**src/rtl/irq_pkg.sv**
```systemverilog
// Shared constants, FSM state type and priority helper for the interrupt controller.
package irq_pkg;

   localparam int unsigned NUM_LEVELS = 7;

   // Register word offsets (addr[7:1])
   localparam logic [6:0] REG_PENDING = 7'd0;
   localparam logic [6:0] REG_MASK    = 7'd1;
   localparam logic [6:0] REG_VBASE   = 7'd2;
   localparam logic [6:0] REG_STATUS  = 7'd3;

   localparam logic [7:0] SPURIOUS_VECTOR = 8'h18;

   typedef enum logic {S_IDLE, S_BUSY} state_t;

   // Index (1..7) of the highest set bit, 0 when none is set.
   function automatic logic [2:0] highest_level(input logic [NUM_LEVELS-1:0] v);
      highest_level = 3'd0;
      for (int i = 0; i < NUM_LEVELS; i++) begin
         if (v[i]) highest_level = 3'(i + 1);
      end
   endfunction

endpackage

```
**src/rtl/irq_edge_sync.sv**
```systemverilog
// Optional per-bit synchronizer followed by a registered rising-edge detector.
module irq_edge_sync
   import irq_pkg::*;
#(
   parameter int unsigned SYNC_STAGES = 0,
   parameter int unsigned WIDTH       = NUM_LEVELS
) (
   input  logic             clk,
   input  logic             reset,
   input  logic [WIDTH-1:0] i_irq,
   output logic [WIDTH-1:0] o_rise
);

   logic [WIDTH-1:0] w_irq_s;
   logic [WIDTH-1:0] r_irq_q;
   logic [WIDTH-1:0] r_rise;

   if (SYNC_STAGES == 0) begin : g_nosync
      assign w_irq_s = i_irq;
   end else begin : g_sync
      logic [WIDTH-1:0] r_sync [SYNC_STAGES];

      // Synchronizer shift chain
      always_ff @(posedge clk or posedge reset) begin
         if (reset) begin
            for (int k = 0; k < SYNC_STAGES; k++) r_sync[k] <= '0;
         end else begin
            r_sync[0] <= i_irq;
            for (int k = 1; k < SYNC_STAGES; k++) r_sync[k] <= r_sync[k-1];
         end
      end

      assign w_irq_s = r_sync[SYNC_STAGES-1];
   end

   // Previous-sample register and registered rise pulse; irq_q resets to 0 so a
   // line held high across reset release counts as one edge.
   always_ff @(posedge clk or posedge reset) begin
      if (reset) begin
         r_irq_q <= '0;
         r_rise  <= '0;
      end else begin
         r_irq_q <= w_irq_s;
         r_rise  <= w_irq_s & ~r_irq_q;
      end
   end

   assign o_rise = r_rise;

endmodule

```
**src/rtl/irq_ctrl.sv**
```systemverilog
// Seven-level 68000 interrupt controller: pending/mask/vbase registers,
// priority encoder driving ipl_n, and a bus access FSM answering IACK cycles.
module irq_ctrl
   import irq_pkg::*;
#(
   parameter int unsigned SYNC_STAGES = 0,
   parameter logic [7:0]  RESET_VBASE = 8'h40
) (
   input  logic        clk,
   input  logic        reset,
   input  logic [6:0]  irq,
   input  logic [15:0] data_write,
   output logic [15:0] data_read,
   input  logic [7:0]  addr,
   input  logic        uds,
   input  logic        lds,
   input  logic        rw,
   input  logic        iack,
   output logic        ack,
   output logic [2:0]  ipl_n
);

   logic [6:0]  w_rise;
   logic [6:0]  r_pending;
   logic [6:0]  r_mask;
   logic [7:0]  r_vbase;
   state_t      r_state;
   logic        r_ack;
   logic [15:0] r_data_read;
   logic [2:0]  r_ipl_n;

   logic        w_access;
   logic [6:0]  w_word;
   logic [2:0]  w_iack_level;
   logic [6:0]  w_iack_sel;
   logic        w_iack_hit;
   logic [7:0]  w_vector;
   logic [2:0]  w_cur_level;
   logic [6:0]  w_clr;
   logic [15:0] w_read_data;
   logic        w_unused;

   irq_edge_sync #(
      .SYNC_STAGES (SYNC_STAGES),
      .WIDTH       (NUM_LEVELS)
   ) u_edge_sync (
      .clk    (clk),
      .reset  (reset),
      .i_irq  (irq),
      .o_rise (w_rise)
   );

   assign w_access     = (r_state == S_IDLE) && (uds || lds || iack);
   assign w_word       = addr[7:1];
   assign w_iack_level = addr[3:1];
   // One-hot of level L at bit L-1; level 0 selects nothing
   assign w_iack_sel   = 7'((8'b1 << w_iack_level) >> 1);
   assign w_iack_hit   = |(w_iack_sel & r_pending);
   assign w_vector     = r_vbase + {5'd0, w_iack_level};
   assign w_cur_level  = highest_level(r_pending & r_mask);
   assign w_unused     = ^{data_write[15:8], addr[0]};

   // Pending bits cleared this cycle by W1C or a successful IACK
   always_comb begin
      w_clr = '0;
      if (w_access) begin
         if (iack) begin
            w_clr = w_iack_sel & r_pending;
         end else if (!rw && lds && (w_word == REG_PENDING)) begin
            w_clr = data_write[6:0];
         end
      end
   end

   // Register read mux
   always_comb begin
      w_read_data = 16'd0;
      case (w_word)
         REG_PENDING: w_read_data = {9'd0, r_pending};
         REG_MASK:    w_read_data = {9'd0, r_mask};
         REG_VBASE:   w_read_data = {8'd0, r_vbase};
         REG_STATUS:  w_read_data = {13'd0, w_cur_level};
         default:     w_read_data = 16'd0;
      endcase
   end

   // Pending set/clear; a new rise wins over a same-cycle clear
   always_ff @(posedge clk or posedge reset) begin
      if (reset) r_pending <= '0;
      else       r_pending <= (r_pending & ~w_clr) | w_rise;
   end

   // Registered active-low priority level to the CPU
   always_ff @(posedge clk or posedge reset) begin
      if (reset) r_ipl_n <= 3'b111;
      else       r_ipl_n <= ~w_cur_level;
   end

   // Access FSM: one side effect and one ack per strobe assertion
   always_ff @(posedge clk or posedge reset) begin
      if (reset) begin
         r_state     <= S_IDLE;
         r_ack       <= 1'b0;
         r_data_read <= 16'd0;
         r_mask      <= '0;
         r_vbase     <= RESET_VBASE;
      end else begin
         case (r_state)
            S_IDLE: begin
               r_ack <= 1'b0;
               if (w_access) begin
                  r_state <= S_BUSY;
                  r_ack   <= 1'b1;
                  if (iack) begin
                     r_data_read <= w_iack_hit ? {8'd0, w_vector} : {8'd0, SPURIOUS_VECTOR};
                  end else if (rw) begin
                     r_data_read <= w_read_data;
                  end else if (lds) begin
                     if (w_word == REG_MASK)  r_mask  <= data_write[6:0];
                     if (w_word == REG_VBASE) r_vbase <= data_write[7:0];
                  end
               end
            end
            S_BUSY: begin
               r_ack <= 1'b0;
               if (!uds && !lds && !iack) r_state <= S_IDLE;
            end
            default: begin
               r_state <= S_IDLE;
               r_ack   <= 1'b0;
            end
         endcase
      end
   end

   assign data_read = r_data_read;
   assign ack       = r_ack;
   assign ipl_n     = r_ipl_n;

endmodule

```
**config.mk**
```make
export PLATFORM = sky130hd
export DESIGN_NAME = irq_ctrl
export DESIGN_NICKNAME = d
export VERILOG_FILES = /design/src/rtl/irq_pkg.sv /design/src/rtl/irq_edge_sync.sv /design/src/rtl/irq_ctrl.sv
export SDC_FILE = /design/constraint.sdc
export NUM_CORES = 1
export LEC_CHECK = 0
export ABC_AREA = 1
export BUFFER_PORTS_ARGS = -buffer_cell sky130_fd_sc_hd__buf_2
export CORE_MARGIN = 2
export CORE_UTILIZATION = 30
export DETAILED_ROUTE_END_ITERATION = 10
export SYNTH_ARGS = -nofsm -noshare
export SYNTH_HDL_FRONTEND = slang
export SYNTH_SLANG_ARGS = --single-unit
```
**constraint.sdc**
```tcl
create_clock -name clk -period 2 [get_ports clk]
set_input_delay 0.2 -clock clk [delete_from_list [all_inputs] [get_ports clk]]
set_output_delay 0.2 -clock clk [all_outputs]
set_load 0.02 [all_outputs]
```
# == Word level (Yosys, flattened, before mapping) ==
# Index checks and enable logic that the tools add are counted.
# word_totals
ff_bits,57
mem_bits_rw,0
latchBits,0
wordCells,60
mem_count,0
romBits,0
input_bits,37
out_inout_bits,20
# op_classes
div,0
order_cmp,0
multipliers,0
n_bitwise,11
eq_ne,3
reduce_logical,17
shifts,1
n_addsub,1
n_mux,18
# ops
op,n
16-bit 2-to-1 mux,2
8-bit case mux with 4 select lines,1
7-bit AND,4
7-bit 2-to-1 mux,3
3-bit 2-to-1 mux,5
"7-bit by 2-bit equality test with 1-bit output, second input constant",2
7-bit inverter,2
6-bit AND reduction,2
8-bit by 3-bit adder with 8-bit output,1
8-bit 2-to-1 mux,1
"1-bit by 3-bit left shift with 8-bit output, first input constant",1
"7-bit by 1-bit equality test with 1-bit output, second input constant",1
7-bit zero test,1
7-bit bitwise OR,1
7-bit OR reduction,1
1-bit logical AND,5
1-bit zero test,4
1-bit case mux with 2 select lines,2
1-bit 2-to-1 mux,3
1-bit inverter,3
3-bit inverter,1
3-bit AND reduction,1
1-bit logical OR,2
2-bit 2-to-1 mux,1
2-bit nonzero test,1

# == Depth between registers and ports, before layout ==
# depth
ltp_word,11
depth_mapped,12

# == Hierarchy ==
# From an unflattened synthesis, not the netlist that was laid out.
# unflattened
cells_unflattened,324
hier_area_um2,2673.8
# by_module_without_submodules
mod,n_inst,area_per_inst_um2,cells_per_inst
irq_ctrl,1,2249.7,295
irq_edge_sync,1,424.2,29

# == Worst setup path before layout ==
# OpenSTA, ideal clock, no wires.
# synth_path
kind,reg2reg
startpoint,register r_vbase[0]
endpoint,"register r_data_read[6], in the netlist data_read[6]"
setup_ns,0.065
t_arrival_ns,1.640
stages_incl_launch_ff,10
path_slack_ns,0.295
path_buffers,0
period_less_slack_ns,1.705
path_cell_list,dfrtp_1 > ha_1 > inv_1 > fa_1 > o21ai_0 > nand3_1 > xor2_1 > o21ai_1 > nand2_1 > nand2_1
# synth_between
elab_chain_cells,3
# synth_rtl
element,line_no,source
from (decl),irq_ctrl.sv:26,logic [7:0] r_vbase;
from (signal assigned),irq_ctrl.sv:120,if (w_word == REG_VBASE) r_vbase <= data_write[7:0];
8-bit by 3-bit adder with 8-bit output,irq_ctrl.sv:59,"assign w_vector = r_vbase + {5'd0, w_iack_level};"
8-bit 2-to-1 mux,irq_ctrl.sv:115,"r_data_read <= w_iack_hit ? {8'd0, w_vector} : {8'd0, SPURIOUS_VECTOR};"
16-bit 2-to-1 mux,irq_ctrl.sv:114,if (iack) begin
to (signal assigned),irq_ctrl.sv:115,
to (signal assigned),irq_ctrl.sv:117,r_data_read <= w_read_data;
to (decl),irq_ctrl.sv:29,logic [15:0] r_data_read;
# Every way passes these cells.
# A chain may end at the register's enable or synchronous reset.

# == Final worst setup path ==
# Ends and elaborated chain as after synthesis.

==> results.ini <==
[yosys]
seq_area_frac_synth = 0.467
ys_ff_latch = 49
synthXorXnorAreaFrac = 0.0133
synth-async-reset-ratio = 1.00
avgSynthCellArea_sq_um = 8.23
muxShareOfSynthArea = 0.00570
synthTopCellsByArea = dfrtp_1, nand2_1, inv_1
synthesis.area_sq_um = 2640
post-synth-top-count-cell = nand2_1
synth-adder-area-share = 0.0218
ys_top_cells_by_count = nand2_1, dfrtp_1, inv_1
synth-compound-area-share = 0.0964
yosysTopAreaCell = dfrtp_1
synthCells = 320
synth-edff-count = 0
synth_top_family_by_area = simple AND/OR/NAND/NOR gates
synth_cell_types = 38
synth_flop_cell = dfrtp_1
ys_warn_count = 0
yosys.area_share.simple = 0.302
synth_top_area_share = 0.427

[routing]
viasPerCell = 4.52
drt_iter0_drc = 110
wl_um = 5790
top_layer_used = met4
wl_met2_um = 2680
wl_per_cell_um = 12.1
firstDrtPassIters = 4
met1_length_um = 2720
drc = 0
via_count = 2164
wl_met3_um = 360
ant_nets = 0

[job]
drv_cap = 0

[clock_network]
root_buffer = clkbuf_8
htree_levels = 2
cts_buffers = 5
cts_max_path_buffers = 2
cts.clk_slew.worst_paths_ns = 0.09
postCtsSetupRepairBufs = 0
cts_tree = done
clock_sinks = 49
worstSkewPairLatency_ns = 0.30

[floorplan]
die_h_um = 97.7
die_area_sq_um = 9550
rows = 34
fp.dieW_um = 97.7
pin_count = 57
initial_core_util = 0.305
core_sq_um = 8640

[critical_path]
ff2ff_path_depth = 9
endpoint_kind = flip-flop
critPathBufInv = 1
r2r_end = data_read[6]$_DFFE_PP0P_
arrival_ns = 2.03
required_ns = 2.24
cp_slowest_stage_delay_ns = 0.41
cp_max_fo = 3
critPathLaunch = r_vbase[0]$_DFFE_PP0P_
cp-start-kind = flip-flop
slowest_stage = fa_1
crit_family = adder cells
crit_type = reg2reg
r2r_start = r_vbase[0]$_DFFE_PP0P_
rrSetupSlack_ns = 0.20
crit_chain = ha_1 > inv_1 > fa_1 > o21ai_1 > nand3_1 > xor2_1 > o21ai_1 > nand2_1 > nand2_1
crit_end = data_read[6]$_DFFE_PP0P_
path_depth = 9

[place]
dp_cells = 463
portBuffers = 39
dp_hpwl_um = 4460
gp_congestion = 0.838

[power]
p_leak_nw = 1.59
peakVddDrop_v = 0.000274
p_per_area_nw_per_um2 = 654

[sta]
min_period_ns = 1.80
fin_skew_ns = 0.00531
setup_viol = 0
relSlewSlack = 0.645
tightest_slew_ns = 0.532
fmax_mhz = 557
setup_tns_ns = 0
finalHoldViolCount = 0
slew_viol_final = 0
rsz0062_at_grt = false
fin_crit_sh = 0.898

[run_status]
status = complete, no violations

[grt]
grt_max_degree = 28
overflow = 0
grt_pass1_vias = 2048
grt_pass1_wl_um = 9830
gr-usage-all-layers = 0.127
antenna_found_initial = 0

[final_layout]
num-nets-final = 411
fillers = 931
n_antenna_cell = 0
drive_gt1_frac = 0.221
syn_to_final_growth_pct = 18.5
fin_cells = 479

[worst_hold_path]
hold_path_class = in2reg

## final cells by class
class | count | area (sq um) | area share
Clock buffer | 6 | 82.6 | 0.0264
Clock inverter | 2 | 37.5 | 0.0120
Inverter | 37 | 139 | 0.0445
Multi-Input combinational cell | 227 | 1190 | 0.380
Sequential cell | 49 | 1230 | 0.394
Tap cell | 108 | 135 | 0.0433
Timing Repair Buffer | 50 | 310 | 0.0994
## sequential cells by signal (all words and copies together) (netlist names)
name                 count
u_edge_sync.o_rise       7
u_edge_sync.r_irq_q      7
ack                      1
r_vbase                  8
ipl_n                    3
r_state                  1
data_read                8
r_mask                   7
r_pending                7
## worst min-delay path, stage by stage
cell and delay, ns:
buf_2 0.08, nor2_1 0.03, nand2_1 0.06
## cells by family (layout without fill, tap and decap cells)
group,count (synthesis),in the layout
AOI/OAI and AO/OA,38,38
other,1,8
xor gates and xnor gates,4,4
adders and majority gates,4,4
DFF,49,49
and+or+nand+nor,172,172
buffers and inverters,51,95
muxes,1,1
## how the worst min path moves through the flow
stage,startpoint,to,depth (start not counted)
5_1_grt,uds,r_state$_DFF_PP0_,3
3_3_place_gp,reset,u_edge_sync.r_irq_q[0]$_DFF_PP0_,2
6_report,uds,r_state$_DFF_PP0_,3
3_5_place_dp,reset,u_edge_sync.r_irq_q[0]$_DFF_PP0_,2
4_1_cts,irq[2],u_edge_sync.r_irq_q[2]$_DFF_PP0_,1
2_1_floorplan,irq[0],u_edge_sync.r_irq_q[0]$_DFF_PP0_,0
## what timing repair did
item / in CTS / in global routing
endpoints found under the hold margin: 19 / 7
resized for setup: 0 / 1
hold buffers: 1 / 7
setup endpoints to repair: 0 / 2
## layout by cell type (no fill, tap or decap), types with 4 or more instances in the layout
master         Yosys  layout
nand4_1            5       5
conb_1             1       8
dfrtp_1           45      45
dlygate4sd3_1      0       8
inv_1             34      33
dfstp_2            4       4
a21o_1             6       6
o21ai_2           11      11
o21ai_1           11      12
clkbuf_8           0       6
buf_2              2      39
nand3_1           19      19
nand2_1          103     103
nor2_1            30      30
## through the flow
step	hold WS [ns]	instance area, sq um	util	worst slack [ns]	total power [W]
3_5_place_dp	0.273	2920	0.338	0.0923	0.00132
3_3_place_gp	0.271	2920	0.338	0.128	0.00131
4_1_cts	0.00769	3050	0.354	0.128	0.00206
5_1_grt	0.105	3120	0.362	0.0559	0.00215
2_1_floorplan	0.231	2660	-	0.295	0.00123
6_report	0.115	3120	0.362	0.205	0.00204
## report_power, final
part / switching (W) / internal, W / total, W
logic: 0.000166 / 0.0000907 / 0.000257
registers: 0.0000178 / 0.00103 / 0.00105
clock network: 0.000331 / 0.000407 / 0.000738
total: 0.000515 / 0.00153 / 0.00204
## metal layers
metal / up-vias / GRT usage
li1: 1092 / -
met1: 998 / 0.176
met2: 72 / 0.204
met3: 2 / 0.0266
met4: 0 / 0.0331
met5: - / 0
No activity file was read; power rests on OpenSTA's default activity.
